[src/rtl/time_set_ctrl.sv]
// time_set_ctrl: keeps hh:mm:ss in binary and runs the RUN/SET mode machine.
// Fields are adjusted in SET states by single-step presses and by auto-repeat.
module time_set_ctrl #(
  parameter int unsigned HOLD_CYCLES   = 25_000_000,
  parameter int unsigned REPEAT_CYCLES = 5_000_000
) (
  input  logic       clk,
  input  logic       rst_n,
  input  logic [2:0] key_lvl,
  input  logic       tick_1hz,
  output logic [4:0] hour,
  output logic [5:0] min,
  output logic [5:0] sec,
  output logic [1:0] set_mode,
  output logic       upd
);

  localparam int unsigned CNT_MAX = (HOLD_CYCLES > REPEAT_CYCLES) ? HOLD_CYCLES : REPEAT_CYCLES;
  // The counter only ever reaches (threshold - 1), so log2 of the larger threshold is enough.
  localparam int unsigned CNT_W   = (CNT_MAX > 1) ? $clog2(CNT_MAX) : 1;
  localparam logic [5:0]  HOUR_MAX = 6'd23;
  localparam logic [5:0]  MS_MAX   = 6'd59;

  typedef enum logic [1:0] {
    ST_RUN      = 2'd0,
    ST_SET_HOUR = 2'd1,
    ST_SET_MIN  = 2'd2,
    ST_SET_SEC  = 2'd3
  } state_e;

  state_e           state_q, state_d;
  logic [2:0]       key_prev_q;
  logic [CNT_W-1:0] cnt_q, cnt_d;
  logic             rep_q, rep_d;
  logic [4:0]       hour_q, hour_d;
  logic [5:0]       min_q, min_d;
  logic [5:0]       sec_q, sec_d;
  logic             upd_q, upd_d;

  logic [2:0]       press;
  logic             step_up;
  logic             step_dn;

  // Wrapping +/-1 on a field with the given maximum; never touches other fields.
  function automatic logic [5:0] step_field(input logic [5:0] v, input logic [5:0] vmax,
                                            input logic up);
    logic [5:0] r;
    if (up) r = (v >= vmax) ? 6'd0 : v + 6'd1;
    else    r = (v == 6'd0) ? vmax : v - 6'd1;
    return r;
  endfunction

  // Rising-edge detect on the debounced key levels.
  always_comb begin
    press = key_lvl & ~key_prev_q;
  end

  // Mode state machine: advances only on a mode-key press.
  always_comb begin
    state_d = state_q;
    if (press[0]) begin
      unique case (state_q)
        ST_RUN:      state_d = ST_SET_HOUR;
        ST_SET_HOUR: state_d = ST_SET_MIN;
        ST_SET_MIN:  state_d = ST_SET_SEC;
        ST_SET_SEC:  state_d = ST_RUN;
        default:     state_d = ST_RUN;
      endcase
    end
  end

  // Step requests and hold/repeat counter; a mode press or both keys high suppresses stepping.
  always_comb begin
    cnt_d   = '0;
    rep_d   = 1'b0;
    step_up = 1'b0;
    step_dn = 1'b0;
    if ((state_q != ST_RUN) && !press[0] && (key_lvl[1] ^ key_lvl[2])) begin
      if (press[1] || press[2]) begin
        step_up = press[1];
        step_dn = press[2];
      end else if (rep_q ? (cnt_q == CNT_W'(REPEAT_CYCLES - 1))
                         : (cnt_q == CNT_W'(HOLD_CYCLES - 1))) begin
        step_up = key_lvl[1];
        step_dn = key_lvl[2];
        rep_d   = 1'b1;
      end else begin
        cnt_d = cnt_q + CNT_W'(1);
        rep_d = rep_q;
      end
    end
  end

  // Time fields: tick with carries in RUN (pre-edge state decides), wrapping set steps otherwise.
  always_comb begin
    hour_d = hour_q;
    min_d  = min_q;
    sec_d  = sec_q;
    if (state_q == ST_RUN) begin
      if (tick_1hz) begin
        if (sec_q == MS_MAX) begin
          sec_d = 6'd0;
          if (min_q == MS_MAX) begin
            min_d  = 6'd0;
            hour_d = (hour_q == 5'(HOUR_MAX)) ? 5'd0 : hour_q + 5'd1;
          end else begin
            min_d = min_q + 6'd1;
          end
        end else begin
          sec_d = sec_q + 6'd1;
        end
      end
    end else if (step_up || step_dn) begin
      unique case (state_q)
        ST_SET_HOUR: hour_d = 5'(step_field({1'b0, hour_q}, HOUR_MAX, step_up));
        ST_SET_MIN:  min_d  = step_field(min_q, MS_MAX, step_up);
        ST_SET_SEC:  sec_d  = step_field(sec_q, MS_MAX, step_up);
        default:     ;
      endcase
    end
    upd_d = (hour_d != hour_q) || (min_d != min_q) || (sec_d != sec_q);
  end

  // All state registers; key_prev resets high so a key held through reset is not a press.
  always_ff @(posedge clk or negedge rst_n) begin
    if (!rst_n) begin
      state_q    <= ST_RUN;
      key_prev_q <= 3'b111;
      cnt_q      <= '0;
      rep_q      <= 1'b0;
      hour_q     <= 5'd0;
      min_q      <= 6'd0;
      sec_q      <= 6'd0;
      upd_q      <= 1'b0;
    end else begin
      state_q    <= state_d;
      key_prev_q <= key_lvl;
      cnt_q      <= cnt_d;
      rep_q      <= rep_d;
      hour_q     <= hour_d;
      min_q      <= min_d;
      sec_q      <= sec_d;
      upd_q      <= upd_d;
    end
  end

  assign hour     = hour_q;
  assign min      = min_q;
  assign sec      = sec_q;
  assign set_mode = state_q;
  assign upd      = upd_q;

endmodule
[config.mk]
export PLATFORM = sky130hd
export DESIGN_NAME = time_set_ctrl
export DESIGN_NICKNAME = d
export VERILOG_FILES = /design/src/rtl/time_set_ctrl.sv
export SDC_FILE = /design/constraint.sdc
export NUM_CORES = 1
export LEC_CHECK = 0
export ABC_CLOCK_PERIOD_IN_PS = 5200
export CAP_MARGIN = 20
export CORE_ASPECT_RATIO = 1.25
export CORE_UTILIZATION = 35
export CTS_CLUSTER_DIAMETER = 60
export DETAILED_ROUTE_END_ITERATION = 10
export SKIP_CTS_REPAIR_TIMING = 1
export SYNTH_ARGS = -nofsm -noshare
export SYNTH_HDL_FRONTEND = slang
export SYNTH_SLANG_ARGS = --single-unit
export TNS_END_PERCENT = 30
[constraint.sdc]
create_clock -name clk -period 5.2 [get_ports clk]
set_clock_uncertainty 0.1 [all_clocks]
set_input_delay 1.04 -clock clk [delete_from_list [all_inputs] [get_ports clk]]
set_output_delay 1.04 -clock clk [all_outputs]
set_load 0.01 [all_outputs]
==> metrics.md, run 1 <==
| Metric | Value |
|---|---|
| Port-buffer cells | `25` |
| Placer Congestion | `about 0.87` |
| Post-route antenna net violation count | `0` |
| Hold Crit Class | `reg2reg` |
| Final worst-path cycle share | `between 60% and 70%` |
| Largest net degree at the start of global routing | `50` |
| Top FF cell, synth | `dfrtp_1` |
| Power Total | `roughly 1.7 mW` |
| CP Class | `in2reg` |
| Row count | `40` |
| Max VDD drop | `0.200 mV` |
| Layout cells sized above 1 | `around 5%` |
| Antenna violations before repair | `0` |
| DR WL/cell | `15.4 um` |
| TritonRoute pass-1 iters | `4` |
| Gr usage total | `18.3%` |
| Cell count after synthesis | `around 450` |
| Global-route wire length before repair | `between 15 and 20 mm` |
| Nets | `476` |
| Rel. slew slack | `about 29%` |
| # Max-Cap Violations | `0` |
| Setup violators final | `0` |
| Worst Path Max Fanout | `21` |
| Post-Syn Area per Cell | `around 7.9 um2` |
| Dominant cells by area after synthesis | `dfrtp_1 33%, nor2_1 5.8%, ha_1 4.6%` |
| Area Overhead vs Synth | `13.6%` |
| Synth top area share | `between 30% and 40%` |
| Setup WS pre-CTS | `between 1000 and 1500 ps` |
| Die width | `just over 90 um` |
| Share of the yosys chip area belonging to registers | `a little over a third` |
| Dpl hpwl | `6.29 mm` |
| Worst slew pin tran | `1060 ps` |
| Chip height | `approximately 110 um` |
| I/O Pins | `26` |
| Total Wirelength | `around 9 mm` |
| Tmin final | `~3600 ps` |
| Starting Density | `roughly 36%` |
| # clock sinks | `49` |
| Worst-Skew Late Latency | `300 ps` |
| CTS tree | `yes` |
| Vias in the first global route | `approximately 3.2k` |
| Clk buf depth | `2` |
| LEAKAGE | `roughly 1.6 nW` |
| Post-synth EDFFs | `0` |
| Pwr per Cell Area | `424 nW/um2` |
| Synth Cell Area | `between 3000 and 4000 um2` |
| Seq cells post-synth | `between 40 and 50` |
| CTS Buf Count | `5` |
| Required @ worst endpoint | `5290 ps` |
| Top layer in use | `met4` |
| Worst Setup End Kind | `register` |
| Root Buffer | `clkbuf_16` |
| YS warnings | `0` |
| Fin. max-slew vios | `0` |
| Met2 Wirelength | `4.59 mm` |
| Final core utilization | `roughly 41%` |
| Die area | `~11000 um2` |
| DR vias | `about 3.3k` |
| Total gr overflow | `0` |
| Met3 Wirelength | `294 um` |
| Fmax | `around 280 MHz` |
| Via density | `between 5 and 6` |
| CORE AREA | `about 10000 um2` |
| Worst setup margin | `around 1600 ps` |
| RSZ-0062 raised after global routing | `false` |
| CP arrival | `3700 ps` |
| Antenna diodes | `0` |
| Mapped Nets | `between 400 and 500` |
| Asr flop ratio synth | `between 90% and 100%` |
| Status | `completed` |
| Setup TNS | `0 ps` |
| Post-Route M1 WL | `roughly 3.9 mm` |
| Startpoint types | `input port` |
| Clk slew on worst S/H paths | `70 ps` |
| Area leader, netlist | `dfrtp_1` |
| Residual DRC | `0` |
| Final Hold Vio Count | `0` |
| DR iter-0 viols | `roughly 200` |
| Post-synthesis cell type count | `58` |
| H-tree Lvls | `2` |
==> power by group <==
group          switching [mW]  internal, mW
combinational           0.415         0.331
sequential              0.160         0.447
clock                   0.153         0.194
==> cells in the final DEF, fill, tap and decap left out, drive strengths merged, types with 3 or more instances in the layout <==
cell type / count
o311ai: 7
nor3: 23
nor4: 5
o211ai: 7
dfrtp: 46
o22a: 3
clkbuf: 6
nor3b: 4
o22ai: 3
a21oi: 32
inv: 23
nand2b: 4
nor2: 55
nor2b: 3
or4: 3
a211oi: 3
buf: 5
mux2i: 3
xor2: 15
nand3: 28
nand4: 10
xnor2: 9
ha: 13
or3: 3
a31oi: 8
o21ai: 34
and3: 9
nand2: 37
clkdlybuf4s50: 24
dfstp: 3
==> logic make-up (layout without fill, tap and decap cells) <==
logic type	after synthesis	after routing	synth area share, %
buffers and inverters	49	59	5.45
AO/OA/AOI/OAI	116	116	21.3
adder cells (fa/ha/maj)	13	13	4.60
flip-flops	49	49	34.8
AND/OR/NAND/NOR	193	193	26.7
XOR/XNOR	24	24	5.95
multiplexers	4	4	1.17
==> stage by stage <==
stage / cell area (um2) / cells / hold WS (ps)
floorplan: 3530 / 448 / 355
global placement: 3860 / 576 / 374
detailed placement: 3860 / 576 / 396
CTS: 4010 / 584 / 406
global route: 4010 / 584 / 423
finish: 4010 / 584 / 402
==> path summary, 6_finish.rpt <==
kind                                      from                 end  slack [ps]  depth (start not counted)
setup reg to reg           cnt_q[13]$_DFF_PN0_    min[0]$_DFF_PN0_        1800                          7
hold / removal              cnt_q[0]$_DFF_PN0_  cnt_q[0]$_DFF_PN0_         400                          1
hold reg to reg             cnt_q[0]$_DFF_PN0_  cnt_q[0]$_DFF_PN0_         400                          1
max in group asynchronous                rst_n   hour[1]$_DFF_PN0_        3830                          2
setup / recovery                    key_lvl[1]    sec[2]$_DFF_PN0_        1590                          8
min in group asynchronous                rst_n    sec[4]$_DFF_PN0_         750                          2
==> worst max-delay path, stage by stage <==
cell,delay (ps)
clkdlybuf4s50_1,520
inv_1,80
or4_1,540
a31oi_2,330
nand2_1,510
nor3_1,320
a311oi_1,80
o311ai_1,280
==> flip-flops by register name (all words and copies together) (netlist names) <==
signal,count
sec,6
min,6
rep_q,1
upd,1
set_mode,2
cnt_q,25
hour,5
key_prev_q,3
==> layer usage <==
metal | up-vias | track usage [%]
met5 | - | 0
met4 | 0 | 6.04
met3 | 12 | 2.66
li1 | 1635 | -
met1 | 1589 | 22.4
met2 | 83 | 32.9
==> synth_stat cells, types with 3 or more instances <==
cell type,number
and3_1,9
nand3_1,28
nor2b_1,3
clkbuf_1,22
mux2i_1,3
nor3b_1,4
xnor2_1,9
ha_1,13
nand2_1,37
dfrtp_1,46
or3_1,3
a21oi_1,31
nand4_1,10
dfstp_2,3
xor2_1,15
inv_1,22
o211ai_1,6
nand2b_1,4
buf_2,4
nor2_1,55
nor4_1,5
o311ai_1,5
o22ai_1,3
o21ai_0,32
o22a_1,3
a31oi_1,7
nor3_1,23
==> layout make-up <==
cell class	count	area (um2)
Timing Repair Buffer	29	275
Multi-Input combinational cell	350	2110
Sequential cell	49	1230
Clock inverter	2	17.5
Fill cell	1007	5700
Tap cell	126	158
Clock buffer	6	139
Inverter	22	82.6
Note: power is estimated with default switching activity, not from simulation.
==> inputs of run 2 (changes only) <==
- ABC_CLOCK_PERIOD_IN_PS: 5200 -> 3400
- clock period: 5.2 -> 3.4 ns (I/O delays scaled with it)
==> run 2 against run 1 <==
Compared with the run above:
- non-clock buffer count grew 13
- first-iteration DRC count grew 46%
- final cell count grew 2.2%
- clock power grew 50%
- die area is the same
- sequential cell count is the same
- combinational power grew 57%
- worst setup slack lost 1200 ps
==> metrics.md, run 2 (same netlist as run 1, synthesis figures left out) <==
| Metric | Value |
|---|---|
| Setup violators final | `0 (unchanged)` |
| Starting Density | `36.4% (unchanged)` |
| Final Hold Vio Count | `0 (unchanged)` |
| Max VDD drop | `0.349 mV (+74%)` |
| Status | `completed` |
| Placer Congestion | `0.856 (-2.0%)` |
| Post-route antenna net violation count | `0 (unchanged)` |
| Root Buffer | `clkbuf_16` |
| CTS tree | `yes` |
| CP Class | `reg2reg` |
| Fmax | `between 300 and 400 MHz` |
| Port-buffer cells | `25 (unchanged)` |
| Startpoint types | `register` |
| CORE AREA | `9710 um2 (unchanged)` |
| Gr usage total | `18.1% (-0.23 points)` |
| Clk slew on worst S/H paths | `70 ps (about the same)` |
| DR WL/cell | `15.3 um (-0.68%)` |
| Dpl hpwl | `6.64 mm (+5.6%)` |
| LEAKAGE | `1.63 nW (+3.7%)` |
| Worst slew pin tran | `597 ps (-467 ps)` |
| Fin. max-slew vios | `0 (unchanged)` |
| DR vias | `3417 (+3.0%)` |
| Power Total | `2.62 mW (+54%)` |
| I/O Pins | `26 (unchanged)` |
| Reg2reg end | `min[5]$_DFF_PN0_` |
| Commonest cells after routing, fill and taps aside | `55 x nor2_1, 46 x dfrtp_1, 37 x nand2_1` |
| R2R depth | `8 (+1)` |
| Antenna diodes | `0 (unchanged)` |
| Vias in the first global route | `3204 (+1.2%)` |
| Largest net degree at the start of global routing | `34 (-32%)` |
| Total Wirelength | `9.13 mm (+1.5%)` |
| CP arrival | `3100 ps (-600 ps)` |
| Required @ worst endpoint | `3480 ps (-1810 ps)` |
| H-tree Lvls | `2 (unchanged)` |
| Nets | `489 (+2.7%)` |
| Largest register FFs | `25 (unchanged)` |
| TritonRoute pass-1 iters | `5 (+1)` |
| Total gr overflow | `0 (unchanged)` |
| R2R Path Start | `cnt_q[13]$_DFF_PN0_` |
| Setup TNS | `0 ps (unchanged)` |
| Pwr per Cell Area | `636 nW/um2 (+50%)` |
| CTS Buf Count | `5 (unchanged)` |
| DR iter-0 viols | `284 (+46%)` |
| Global-route wire length before repair | `15.2 mm (-1.2%)` |
| RSZ-0062 raised after global routing | `false` |
| Worst Path Max Fanout | `6 (-71%)` |
| Worst Setup End Kind | `register` |
| Tmin final | `~3000 ps` |
| Largest Register | `cnt_q` |
| # Max-Cap Violations | `0 (unchanged)` |
| Final hold slack | `228 ps (-173 ps)` |
| Fillcell total | `983 (-2.4%)` |
| Most common cell after layout, fill and taps aside | `nor2_1` |
| Residual DRC | `0 (unchanged)` |
| Clk buf depth | `2 (unchanged)` |
| Final worst-path cycle share | `88.7%` |
| Rel. slew slack | `60.0% (+31 points)` |
| Die area | `10500 um2 (unchanged)` |
| Chip height | `114 um (unchanged)` |
| Row count | `40 (unchanged)` |
| Worst-Skew Late Latency | `290 ps (about the same)` |
| # clock sinks | `49 (unchanged)` |
| Hold Crit Class | `in2async` |
| Layout cells sized above 1 | `7.64% (+2.6 points)` |
| Area Overhead vs Synth | `16.3%` |
| Reg2reg setup slack | `380 ps (-1420 ps)` |
| Antenna violations before repair | `0 (unchanged)` |
| Die width | `91.9 um (unchanged)` |
| Via density | `5.72 (+0.71%)` |
## run 2: changes by cell type in the layout (fill, tap and decap cells not counted)
cell	change
buf_4	+13
clkinv_4	-1
clkinvlp_4	+1
## run 2: power by group
part | leakage, nW | total [mW] | internal [mW] | switching, mW
registers | 0.634 | 0.927 | 0.683 | 0.244
clock network | 0.0735 | 0.520 | 0.296 | 0.224
logic | 0.925 | 1.17 | 0.527 | 0.641
## run 2: worst max-delay path by stage
stage	slack, ps	from	to	depth (start not counted)
2_1_floorplan	670	cnt_q[13]$_DFF_PN0_	hour[2]$_DFF_PN0_	8
3_3_place_gp	360	key_lvl[1]	hour[4]$_DFF_PN0_	9
3_5_place_dp	310	key_lvl[1]	sec[2]$_DFF_PN0_	9
4_1_cts	370	cnt_q[13]$_DFF_PN0_	min[4]$_DFF_PN0_	7
5_1_grt	200	cnt_q[13]$_DFF_PN0_	min[4]$_DFF_PN0_	7
6_report	380	cnt_q[13]$_DFF_PN0_	min[5]$_DFF_PN0_	8
## run 2: area by class of cell
type                    instances  area (um2)  share of cell area [%]
multi-input cells             350        2110                    51.4
flip-flops and latches         49        1230                    29.9
repair buffers                 42         373                    9.07
well taps                     126         158                    3.84
clock buffers                   6         139                    3.38
inverters                      22        82.6                    2.01
clock inverters                 2        16.3                   0.396
## run 2: worst max-delay path: stages (launching register included)
cell	delay, ps
dfrtp_1	420
or4_1	520
or4_4	520
a211oi_2	370
o211ai_1	300
buf_4	260
a21oi_1	120
nor2_1	50
o31a_1	230
## run 2: through the flow
stage	setup slack, ps	utilization [%]	cell area (um2)	instances
2_1_floorplan	669	-	3530	448
3_3_place_gp	362	40.7	3960	589
3_5_place_dp	308	40.7	3960	589
4_1_cts	367	42.3	4110	597
5_1_grt	204	42.3	4110	597
6_report	383	42.3	4110	597
## run 2: layer usage
| layer | up-vias | global-route usage, % | share of wire (%) |
|---|---|---|---|
| met5 | - | 0 | 0 |
| met4 | 0 | 7.08 | 1.6 |
| met3 | 12 | 3.25 | 5.3 |
| met2 | 112 | 31.9 | 50 |
| met1 | 1640 | 21.8 | 43 |
| li1 | 1653 | - | - |
==> inputs of run 3 (changes only) <==
- ABC_CLOCK_PERIOD_IN_PS: 3400 -> 3300
- clock period: 3.4 -> 3.3 ns (I/O delays scaled with it)
==> run 3 against run 2 <==
Compared with the run above:
- register-to-register slack got worse by 220 ps
- sequential share of layout area about the same
- global-route usage increased by 0.40 points
- worst setup slack got worse by 220 ps
- first-iteration DRC count increased by 5.6%
- sequential power increased by 3.6%
- utilization about the same
==> metrics.md, run 3 (same netlist as run 1, synthesis figures left out) <==
| Metric | Value |
|---|---|
| Largest net degree at the start of global routing | `40 (+18%)` |
| Setup TNS | `0 ps (unchanged)` |
| Worst Setup End Kind | `register` |
| Worst setup margin | `163 ps (-220 ps)` |
| Total Wirelength | `9.28 mm (+1.7%)` |
| RSZ-0062 raised after global routing | `false` |
| Clk buf depth | `2 (unchanged)` |
| CORE AREA | `9710 um2 (unchanged)` |
| Fin area | `4110 um2 (about the same)` |
| Pwr per Cell Area | `673 nW/um2 (+5.7%)` |
| Area Overhead vs Synth | `16.2% (about the same)` |
| Worst-Skew Late Latency | `290 ps (about the same)` |
| R2R Path Start | `cnt_q[13]$_DFF_PN0_` |
| Post-route antenna net violation count | `0 (unchanged)` |
| Rel. slew slack | `30.7% (-29 points)` |
| H-tree Lvls | `2 (unchanged)` |
| # clock sinks | `49 (unchanged)` |
| Fillcell total | `968 (-1.5%)` |
| Setup violators final | `0 (unchanged)` |
| DR vias | `3462 (+1.3%)` |
| Gr usage total | `18.5% (+0.40 points)` |
| Layout cells sized above 1 | `7.05% (-0.59 points)` |
| CP Class | `reg2reg` |
| I/O Pins | `26 (unchanged)` |
| Total gr overflow | `0 (unchanged)` |
| Antenna violations before repair | `0 (unchanged)` |
| Dpl hpwl | `6.44 mm (-2.9%)` |
| R2R depth | `8 (unchanged)` |
| Largest register FFs | `25 (unchanged)` |
| Setup WS pre-CTS | `191 ps (-117 ps)` |
| Commonest cells after routing, fill and taps aside | `55 x nor2_1, 46 x dfrtp_1, 37 x nand2_1` |
| Reg2reg setup slack | `160 ps (-220 ps)` |
| Max VDD drop | `0.295 mV (-15%)` |
| Residual DRC | `0 (unchanged)` |
| Nets | `486 (-0.61%)` |
| Worst hold endpoint | `cnt_q[0]$_DFF_PN0_` |
| Hold depth | `1` |
| LEAKAGE | `1.63 nW (-0.14%)` |
| Required @ worst endpoint | `3420 ps (-60 ps)` |
| Worst slew pin tran | `1040 ps (+438 ps)` |
| Row count | `40 (unchanged)` |
| Port-buffer cells | `25 (unchanged)` |
| Fin. max-slew vios | `0 (unchanged)` |
| Hold path startpoint | `cnt_q[0]$_DFF_PN0_` |
| Antenna diodes | `0 (unchanged)` |
| Chip height | `114 um (unchanged)` |
| Tmin final | `3140 ps (+120 ps)` |
| TritonRoute pass-1 iters | `5 (unchanged)` |
| DR iter-0 viols | `300 (+5.6%)` |
| CTS tree | `yes` |
| Root Buffer | `clkbuf_16` |
| Die area | `10500 um2 (unchanged)` |
| Fmax | `319 MHz (-3.8%)` |
| Placer Congestion | `0.889 (+3.9%)` |
| Hold Crit Class | `reg2reg` |
| Final Hold Vio Count | `0 (unchanged)` |
| Startpoint types | `register` |
| Via density | `5.83 (+1.8%)` |
| Clk slew on worst S/H paths | `70 ps (about the same)` |
| Reg2reg end | `min[4]$_DFF_PN0_` |
| Most common cell after layout, fill and taps aside | `nor2_1` |
| DP Area | `3930 um2 (-0.57%)` |
| Die width | `91.9 um (unchanged)` |
| Final core utilization | `42.3% (about the same)` |
| Final worst-path cycle share | `95.1% (+6.3 points)` |
| # Max-Cap Violations | `0 (unchanged)` |
| CTS Buf Count | `5 (unchanged)` |
| CP arrival | `3260 ps (+160 ps)` |
| Global-route wire length before repair | `15.8 mm (+3.9%)` |
| Largest Register | `cnt_q` |
| Starting Density | `36.4% (unchanged)` |
| DR WL/cell | `15.6 um (+2.2%)` |
| Worst Path Max Fanout | `21 (+15)` |
| Status | `completed` |
| Vias in the first global route | `3312 (+3.4%)` |
[run 3: changes by cell type in the layout (fill, tap and decap cells not counted)]
cell        previous run  this run
inv_8                  0         1
inv_6                  1         0
bufinv_16              0         1
clkbuf_8               1         0
clkinv_4               0         1
clkinvlp_4             1         0
buf_4                 17        14
[run 3: cell type report]
cell class	instances	area, um2	share of cell area [%]
clock inverter	3	50.0	1.22
multi-input combinational	350	2110	51.4
sequential	49	1230	29.9
timing repair buffer	39	350	8.53
tap	126	158	3.84
clock buffer	5	125	3.05
inverter	22	82.6	2.01
[run 3: layer usage]
layer / vias to the layer above / wire length [um] / global-route usage [%] / part of all wire, %
met2: 124 / 4680 / 32.1 / 50
met4: 0 / 223 / 7.08 / 2.4
li1: 1653 / - / - / -
met3: 18 / 418 / 1.99 / 4.5
met1: 1667 / 3960 / 23.5 / 43
met5: - / 0 / 0 / 0
[run 3: power breakdown]
part	internal [mW]	switching [mW]
Sequential	0.704	0.256
Combinational	0.536	0.658
Clock	0.365	0.244
[run 3: worst max path at each step]
stage | startpoint | endpoint | slack, ps | cells after the start
final | cnt_q[13]$_DFF_PN0_ | min[4]$_DFF_PN0_ | 160 | 8
after global placement | key_lvl[1] | min[4]$_DFF_PN0_ | 230 | 8
after floorplan | cnt_q[13]$_DFF_PN0_ | hour[2]$_DFF_PN0_ | 570 | 8
after detailed placement | key_lvl[1] | sec[2]$_DFF_PN0_ | 190 | 9
after CTS | cnt_q[13]$_DFF_PN0_ | min[4]$_DFF_PN0_ | 200 | 8
after global routing | cnt_q[20]$_DFF_PN0_ | min[4]$_DFF_PN0_ | 20 | 8
[run 3: critical path, cell delays in order, from the launching register on]
cell,delay [ps]
dfrtp_1,420
or4_1,530
or4_4,520
a211o_1,340
a21oi_2,130
buf_4,280
a211oi_1,70
o311ai_0,460
a21boi_1,210
[run 3: through the flow]
| step | total power [mW] | hold WS (ps) | instances |
|---|---|---|---|
| after floorplan | 1.70 | 264 | 448 |
| after detailed placement | 2.15 | 381 | 586 |
| final | 2.76 | 388 | 594 |
| after global routing | 2.96 | 441 | 594 |
| after global placement | 2.13 | 370 | 586 |
| after CTS | 2.78 | 391 | 594 |
==> edit, RTL diff (flow settings as in run 2) <==
The output `upd` loses its register stage (`upd_q` becomes a continuous assignment).
--- a/src/rtl/time_set_ctrl.sv
+++ b/src/rtl/time_set_ctrl.sv
@@ -131,7 +131,6 @@
       hour_q     <= 5'd0;
       min_q      <= 6'd0;
       sec_q      <= 6'd0;
-      upd_q      <= 1'b0;
     end else begin
       state_q    <= state_d;
       key_prev_q <= key_lvl;
@@ -140,9 +139,10 @@
       hour_q     <= hour_d;
       min_q      <= min_d;
       sec_q      <= sec_d;
-      upd_q      <= upd_d;
     end
   end
+
+  assign upd_q = upd_d;
 
   assign hour     = hour_q;
   assign min      = min_q;
Check against the original RTL: not equivalent (a bounded check fails within 4 cycles, from zero or initial values and one cycle with rst_n low).
==> edit against run 2 <==
Routed wire length decreased by 0.32%. Final area increased by 1.1%. Sequential cell count decreased by 1. Count of clock-buffer cells in the layout increased by 1. Area after synthesis decreased by 0.71%. Total power decreased by 1.3%. Cell count increased by 1.0%. Die area decreased by 0.70%. Setup slack got worse by 0.19 ns. Largest cell class unchanged. Highest routed layer unchanged.
==> edit: results (changes against run 2) <==
Status
  – Status: complete, no violations

Placed design
  – DP Area: 3975 um^2 (+0.51%)
  – GP Congestion: 0.8343 (-2.5%)
  – Dpl ws: 0.05181 ns (-0.2558 ns)
  – HPWL after detailed placement: 6486 um (-2.2%)
  – Placed cell count: 594 (+0.85%)

Routing
  – Drt first pass iters: 8 (+3)
  – Vias after detailed routing: 3422 (+0.15%)
  – Wire per inst: 15.09 um (-1.3%)
  – DRT iter0 DRCs: 238 (-16%)

Setup path
  – Worst Reg2Reg Path Length in Cells: 9 (+1)
  – RR Endpoint: min[4]
  – CP Max Fanout: 4 (-2)
  – Reg2reg setup slack: 0.36 ns (-0.02 ns)
  – Critical path endpoint: upd
  – Data arrival, critical path: 2.43 ns (-0.67 ns)

Final layout
  – Share of cells above drive strength 1: 8.805% (+1.2 points)
  – # nets final: 495 (+1.2%)

Synthesis
  – Commonest cells post-synth: nor2_1 (55), dfrtp_1 (45), nand2_1 (37)
  – Share of the synthesized area in the top cell type: 32.09% (-0.48 points)
  – Syn nets: 466 (-0.21%)
  – Syn avg cell area: 7.851 um^2 (-0.49%)
  – Dominant cells by area after synthesis: dfrtp_1 (32%), nor2_1 (5.9%), ha_1 (4.6%), o21ai_0 (4.6%), a21oi_1 (4.4%)

STA
  – WHS: 0.2605 ns (+0.03219 ns)
  – Slew @ Worst Pin: 0.6128 ns (+0.01611 ns)
  – Final setup slack of the worst path: 0.1936 ns (-0.1893 ns)

GRT
  – Global-route wire length before repair: 15520 um (+1.8%)
  – Vias in the first global route: 3174 (-0.94%)
  – GRT Total Usage: 18.28% (+0.20 points)
  – Largest net degree at the start of global routing: 48 (+41%)

Clocking
  – H-Tree Depth: 2 (unchanged)

Pwr
  – VDD IR max: 209.1 uV (-40%)
  – Leakage: 1.669 nW (+2.3%)
edit: cell count changes in the layout (fill, tap and decap cells not counted), sizes merged:
cell / before / now
dlymetal6s2s: 0 / 1
clkbuf: 6 / 7
buf: 18 / 25
clkdlybuf4s50: 24 / 23
inv: 23 / 22
dfrtp: 46 / 45
edit: area by class of cell:
| type | instances | area [um^2] |
|---|---|---|
| Sequential cell | 48 | 1205 |
| Timing Repair Buffer | 49 | 440.4 |
| Clock inverter | 1 | 7.507 |
| Clock buffer | 7 | 142.6 |
| Fill cell | 954 | 5504 |
| Tap cell | 126 | 157.7 |
| Multi-Input combinational cell | 350 | 2120 |
| Inverter | 22 | 82.58 |
edit: cells by family after synthesis:
group / after synthesis / synth area share, %
multiplexers: 4 / 1.176
AND/OR/NAND/NOR: 193 / 26.88
XOR/XNOR: 24 / 5.990
AO/OA/AOI/OAI: 116 / 21.50
flip-flops: 48 / 34.33
buffers and inverters: 49 / 5.490
adder cells (fa/ha/maj): 13 / 4.635
edit: worst max-delay path: stages (launching register included):
cell            delay, ns
dfrtp_1              0.37
or4_1                0.51
or4_4                0.51
a211oi_4             0.28
o211ai_1             0.15
nand4_1              0.12
dlymetal6s2s_1       0.20
edit: where the power goes:
part | internal [mW] | total (mW) | switching, mW
Combinational | 0.536 | 1.19 | 0.659
Clock | 0.293 | 0.502 | 0.208
Sequential | 0.667 | 0.885 | 0.218
edit: layer usage:
metal  vias to the layer above  part of all wire (%)  global-route usage (%)
li1                       1663                     -                       -
met1                      1647                    44                   23.18
met2                        96                    51                   31.93
met3                        16                   3.6                   1.733
met4                         0                   2.2                   7.302
met5                         -                     0                       0
